[config.mk]
export PLATFORM = sky130hd
export DESIGN_NAME = s2_serial_receiver
export DESIGN_NICKNAME = d
export VERILOG_FILES = /design/src/rtl/s2_pkg.sv /design/src/rtl/s2_shift_rx.sv /design/src/rtl/s2_serial_receiver.sv
export SDC_FILE = /design/constraint.sdc
export NUM_CORES = 1
export LEC_CHECK = 0
export CAP_MARGIN = 10
export CELL_PAD_IN_SITES_DETAIL_PLACEMENT = 1
export CELL_PAD_IN_SITES_GLOBAL_PLACEMENT = 1
export CORE_MARGIN = 1.5
export CORE_UTILIZATION = 34
export DETAILED_ROUTE_END_ITERATION = 10
export PLACE_DENSITY_LB_ADDON = 0.1
export SLEW_MARGIN = 40
export SYNTH_ARGS = -nofsm -noshare
export SYNTH_HDL_FRONTEND = slang
export SYNTH_HIERARCHICAL = 1
export SYNTH_SLANG_ARGS = --single-unit
[constraint.sdc]
create_clock -name clk -period 1.98 [get_ports clk]
set_input_delay 0.297 -clock clk [delete_from_list [all_inputs] [get_ports clk]]
set_output_delay 0.297 -clock clk [all_outputs]
set_load 0.01 [all_outputs]
[src/rtl/s2_pkg.sv]
// Shared constants and FSM state type for the S2 serial receive path.
package s2_pkg;

  localparam int FRAME_BITS = 21;
  localparam int ADDR_W     = 3;
  localparam int DATA_W     = 18;
  localparam int NUM_WORDS  = 8;

  typedef enum logic [2:0] {
    ARM,
    IDLE,
    SHIFT,
    WRITE,
    DONE
  } s2_state_t;

endpackage

[src/rtl/s2_shift_rx.sv]
// Serial-in shift register with a saturating bit counter.
// A clear with shift_en high starts a fresh frame holding the current bit.
module s2_shift_rx #(
  parameter int FRAME_BITS = s2_pkg::FRAME_BITS,
  parameter int CNT_W      = $clog2(FRAME_BITS + 2)
) (
  input  logic                  clk,
  input  logic                  rst,
  input  logic                  shift_en,
  input  logic                  clear,
  input  logic                  sd,
  output logic [FRAME_BITS-1:0] shreg,
  output logic [CNT_W-1:0]      count
);
  import s2_pkg::*;

  // Saturating one past a full frame lets long frames be told apart from exact ones.
  localparam logic [CNT_W-1:0] CNT_MAX = CNT_W'(FRAME_BITS + 1);

  always_ff @(posedge clk or posedge rst) begin
    if (rst) begin
      shreg <= '0;
      count <= '0;
    end else if (clear) begin
      shreg <= shift_en ? {{(FRAME_BITS-1){1'b0}}, sd} : '0;
      count <= shift_en ? CNT_W'(1) : '0;
    end else if (shift_en) begin
      shreg <= {shreg[FRAME_BITS-2:0], sd};
      if (count != CNT_MAX) begin
        count <= count + 1'b1;
      end
    end
  end

endmodule

[src/rtl/s2_serial_receiver.sv]
// S2 receive side: deserializes sen/sd frames into RB2 writes and flags completion.
// Optional frame length checking is enabled by defining S2_FRAME_CHECK_EN.
module s2_serial_receiver #(
  parameter int FRAME_BITS = s2_pkg::FRAME_BITS,
  parameter int ADDR_W     = s2_pkg::ADDR_W,
  parameter int DATA_W     = s2_pkg::DATA_W
) (
  input  logic              clk,
  input  logic              rst,
  input  logic              sen,
  input  logic              sd,
  output logic              RB2_RW,
  output logic [ADDR_W-1:0] RB2_A,
  output logic [DATA_W-1:0] RB2_D,
  output logic              S2_done,
  output logic              frame_err
);
  import s2_pkg::*;

  localparam int CNT_W = $clog2(FRAME_BITS + 2);

  s2_state_t             state, state_next;
  logic [FRAME_BITS-1:0] shreg;
  logic [CNT_W-1:0]      count;
  logic [NUM_WORDS-1:0]  mask, mask_next;
  logic                  shift_en, clear, frame_end, len_ok, write_go;

  s2_shift_rx #(
    .FRAME_BITS(FRAME_BITS),
    .CNT_W     (CNT_W)
  ) u_shift (
    .clk     (clk),
    .rst     (rst),
    .shift_en(shift_en),
    .clear   (clear),
    .sd      (sd),
    .shreg   (shreg),
    .count   (count)
  );

`ifdef S2_FRAME_CHECK_EN
  assign len_ok = (count == CNT_W'(FRAME_BITS));

  always_ff @(posedge clk or posedge rst) begin
    if (rst) begin
      frame_err <= 1'b0;
    end else begin
      frame_err <= frame_end && !len_ok;
    end
  end
`else
  logic count_unused;

  assign len_ok       = 1'b1;
  assign count_unused = ^count;
  assign frame_err    = 1'b0;
`endif

  always_ff @(posedge clk or posedge rst) begin
    if (rst) begin
      state <= ARM;
    end else begin
      state <= state_next;
    end
  end

  // The counter is held clear outside SHIFT, so a low sen in IDLE or WRITE starts a frame at count 1.
  always_comb begin
    state_next = state;
    shift_en   = 1'b0;
    clear      = 1'b1;
    frame_end  = 1'b0;
    mask_next  = mask | (NUM_WORDS'(1) << RB2_A);
    case (state)
      ARM: begin
        if (sen) state_next = IDLE;
      end
      IDLE: begin
        shift_en = !sen;
        if (!sen) state_next = SHIFT;
      end
      SHIFT: begin
        clear    = 1'b0;
        shift_en = !sen;
        if (sen) begin
          frame_end  = 1'b1;
          state_next = len_ok ? WRITE : IDLE;
        end
      end
      WRITE: begin
        shift_en = !sen;
        if (&mask_next)  state_next = DONE;
        else if (!sen)   state_next = SHIFT;
        else             state_next = IDLE;
      end
      DONE: begin
        state_next = DONE;
      end
      default: state_next = ARM;
    endcase
    write_go = frame_end && len_ok;
  end

  // RB2 outputs are loaded as the FSM enters WRITE so the strobe lines up with that state.
  always_ff @(posedge clk or posedge rst) begin
    if (rst) begin
      RB2_RW  <= 1'b1;
      RB2_A   <= '0;
      RB2_D   <= '0;
      mask    <= '0;
      S2_done <= 1'b0;
    end else begin
      RB2_RW <= !write_go;
      if (write_go) begin
        RB2_A <= shreg[FRAME_BITS-1 -: ADDR_W];
        RB2_D <= shreg[DATA_W-1:0];
      end
      if (state == WRITE) begin
        mask <= mask_next;
        if (&mask_next) S2_done <= 1'b1;
      end
    end
  end

endmodule

After elaboration in Yosys (flattened, before gate mapping)
Index checks and enable logic that the tools add are counted.
Storage, ports and cells
  bits in registers: 55
  bits of input ports: 4
  output and inout bits: 24
  word-level logic and storage cells: 36
Cells by class
  equal/unequal tests: 8
  shifts and indexed selects: 1
  multiplexer cells: 12
  bitwise gates (word level): 1
  reductions and logical operators: 7
Operators with widths (number)
  $mux 21: 2
  $pmux 3 s5: 1
  $mux 3: 4
  $reduce_and 9->1: 1
  $or 8x8->8: 1
  $reduce_and 8->1: 1
  $shl 1x3->8 const A: 1
  $eq 3x2->1 const B: 2
  $ne 2x2->1 const B: 3
  $mux 1: 4
  $eq 3x1->1 const B: 1
  $eq 3x3->1 const B: 1
  $logic_not 3->1: 1
  $reduce_and 3->1: 1
  $reduce_or 3->1: 1
  $logic_not 1->1: 2
  $mux 2: 1
  $ne 2x1->1 const B: 1

Logic depth before layout (Yosys ltp)
  word-level depth: 5
  depth in mapped cells: 6

Hierarchy
The synthesis kept the hierarchy.
By module, submodules not included
  s2_serial_receiver: times used 1, cells each 108, area each 1526.5 um^2
  s2_shift_rx: times used 1, cells each 99, area each 1122.3 um^2

Least setup slack after synthesis
OpenSTA, ideal clock, no wires.
  path type: register to register
  from: register state[2]
  to: register u_shift.shreg[16]
  setup time: 132 ps
  arrival: 1309 ps
  path slack: 539 ps
  cell stages (with the launch flop): 6
  buffers on the path: 2
  cells stage by stage: dfrtp_1 -> nor3_1 -> buf_4 -> buf_4 -> mux2i_1 -> nor2_1
On the way
  word-level cells in the longest chain between the ends: 4
  elaborated cells between the ends (all ways): 7
  classes of those cells: eq/ne: 4; mux: 2; reduce/logical: 1
Ends and longest elaborated chain
  start: declaration: line s2_serial_receiver.sv:22  | s2_state_t state, state_next;
  start signal: assignment: line s2_serial_receiver.sv:63  | state <= state_next;
  $eq 3x2->1 / $eq 3x1->1 (equally long branches): line s2_serial_receiver.sv:74  | case (state)
  $reduce_or 3->1 (no source line) (*)
  $mux 1 (*)
  via shift_en: line s2_serial_receiver.sv:26  | logic shift_en, clear, frame_end, len_ok, write_go;
  $ne 2x1->1 (no source line) (*)
  end signal: assignment: line s2_shift_rx.sv:25  | shreg <= shift_en ? {{(FRAME_BITS-1){1'b0}}, sd} : '0;
  end signal: assignment: line s2_shift_rx.sv:28  | shreg <= {shreg[FRAME_BITS-2:0], sd};
  end: declaration: line s2_shift_rx.sv:12  | output logic [FRAME_BITS-1:0] shreg,
Mark *: on every way through the listed nets, which the timed path passes. The rest lies on a longest branch.
A chain may end at the register's enable or synchronous reset.

Final worst setup path
  from: register RB2_A[1]
  to: output port RB2_A[1]
RTL lines
  start: declaration: line s2_serial_receiver.sv:13  | output logic [ADDR_W-1:0] RB2_A,
  start signal: assignment: line s2_serial_receiver.sv:115  | RB2_A <= shreg[FRAME_BITS-1 -: ADDR_W];
No word-level cell between the ends.

==> qor.yml <==
outcome:
  run_status: "finished clean"
critical_path:
  worst_path_max_delay_cell: "clkdlybuf4s50_1"
  critPathMaxFanout: 15
  critPathArrivalTime_ns: 1.53
  crit_path_max_incr_delay_ns: 0.62
  startpoint_type: "flop"
  path_buf_inv: 1
  cp_top_family: "buffers and inverters"
  worstPathRequired_ns: 1.68
  crit_path_end_kind: "output pin"
  crit_chain: "clkdlybuf4s50_1"
  path_class: "reg -> out"
detailed_routing:
  drtPass1Iterations: 4
  viasPerCell: 4.72
  detail_route.iter0.violations: 76
  ant_nets: 0
  num_vias: 1425
  wl_per_cell_um: 15.2
  drcViolationCount: 0
  finalWirelength_um: 4590
place:
  port_buffers: 26
  dp_hpwl_um: 3020
  place_congestion: 0.712
  pre_cts_slack_ns: 0.255
clock_network:
  cts-hold-fix-buffers: 0
  clockRootBuffer: "clkbuf_8"
  cts.sinks: 55
  clk_pin_slew_ns: 0.10
  clkLatencyLatePin_ns: 0.30
  cts_buffer_depth: 2
  cts_setup_buffers: 0
  cts_buffers: 5
  cts_max_level: 2
  cts_tree: "built"
  ctsResizeCount: 0
sta:
  min_period_ns: 1.82
  worst_pin_slew_ns: 0.507
  setup_slack_ns: 0.156
  rsz0062_at_grt: "false"
  fin_tns_setup_ns: 0
  finalSetupViolations: 0
  slew-limit-headroom_pct: 65.9
  hold_violations: 0
  slew_violations: 0
  fin_skew_ns: 0.00517
  period_share_pct: 92.1
  fmax_mhz: 548
logic_synthesis:
  synth_area_mm2: 0.00238
  synth_cells: 179
  syn_area_per_cell_um2: 13.3
  ys_warn_count: 6
  synth_fp_nets: 183
floorplanning:
  num_io_pins: 28
  dieHeight_um: 86.6
  die_w_um: 86.6
  core_mm2: 0.00679
  die_area_mm2: 0.00750
  row_count: 30
  start_util_pct: 35.0
final_layout:
  fin_nets: 209
  final_common_cell: "dfrtp_1"
  n_antenna_cell: 0
  drive_above_1_share_pct: 21.4
  area_growth_pct: 19.1
  mostFrequentLayoutCells: "dfrtp_1, clkdlybuf4s50_1, nor2_1"
  postLayoutCoreUtil_pct: 41.7
  fillerInstances: 717
pwr:
  p_per_area_mw_per_mm2: 675
  leakagePower_nw: 1.31
  irDropWorstVdd_mv: 0.285
  p_switching_mw: 0.458
  swShare_pct: 24.0
  combPwrFrac_pct: 8.0
  p_seq_share_pct: 60.0
  p_int_mw: 1.45
  p_clk_share_pct: 31.9
job:
  maxCapViolations: 0
global_routing:
  grt-ovfl-total: 0
  grt_pass1_vias: 1513
  grt_pass1_wl_um: 7740
  grt.total_usage_pct: 13.4
  grt_max_degree: 35
  grt_antenna_before_repair: 0
hold_path:
  hold_class: "in -> async"
[per-stage QoR]
step	hold slack [ns]	power [mW]	cells	instance area, um^2
2_1_floorplan	0.274	1.27	179	2380
3_3_place_gp	0.437	1.32	294	2750
3_5_place_dp	0.449	1.33	294	2750
4_1_cts	0.375	1.94	302	2830
5_1_grt	0.424	2.01	302	2830
6_report	0.362	1.91	302	2830
[area by class of cell]
cell class	count	area (um^2)	share of cell area [%]
Timing Repair Buffer	32	343	12.1
Clock buffer	6	72.6	2.56
Tap cell	96	120	4.24
Multi-Input combinational cell	107	890	31.4
Clock inverter	2	12.5	0.442
Inverter	4	15.0	0.531
Sequential cell	55	1380	48.7
[path summary, 6_finish.rpt]
| check | startpoint | end | slack (ns) | cells after the start |
|---|---|---|---|---|
| worst min register to register | mask[0] | mask[0] | 0.47 | 1 |
| min in group clk | mask[0] | mask[0] | 0.47 | 1 |
| worst max-delay path | RB2_A[1] | RB2_A[1] | 0.16 | 1 |
| max in group asynchronous | rst | RB2_RW | 1.21 | 3 |
| worst min-delay path | rst | u_shift/shreg[4] | 0.36 | 3 |
| worst max register to register | RB2_A[1] | state[1] | 0.39 | 4 |
[power by group through the flow]
| stage | clock (mW) | sequential, mW | combinational, mW |
|---|---|---|---|
| 2_1_floorplan | 0 | 1.17 | 0.104 |
| 3_3_place_gp | 0 | 1.17 | 0.155 |
| 3_5_place_dp | 0 | 1.17 | 0.158 |
| 4_1_cts | 0.639 | 1.15 | 0.158 |
| 5_1_grt | 0.690 | 1.15 | 0.168 |
| 6_report | 0.610 | 1.15 | 0.154 |
[registers in the layout (all words and copies together), names as in the netlist]
register and flops:
u_shift/shreg 21, RB2_D 18, mask 8, RB2_A 3, state 3, RB2_RW 1, S2_done 1
[per-layer routing]
metal  part of all wire (%)  track usage, %  vias up
met5                      0               0        -
li1                       -               -      662
met3                    1.9            2.76        5
met2                     46            20.0       20
met1                     51            19.6      738
met4                   0.87            3.96        0
(Power assumes the default switching activity.)
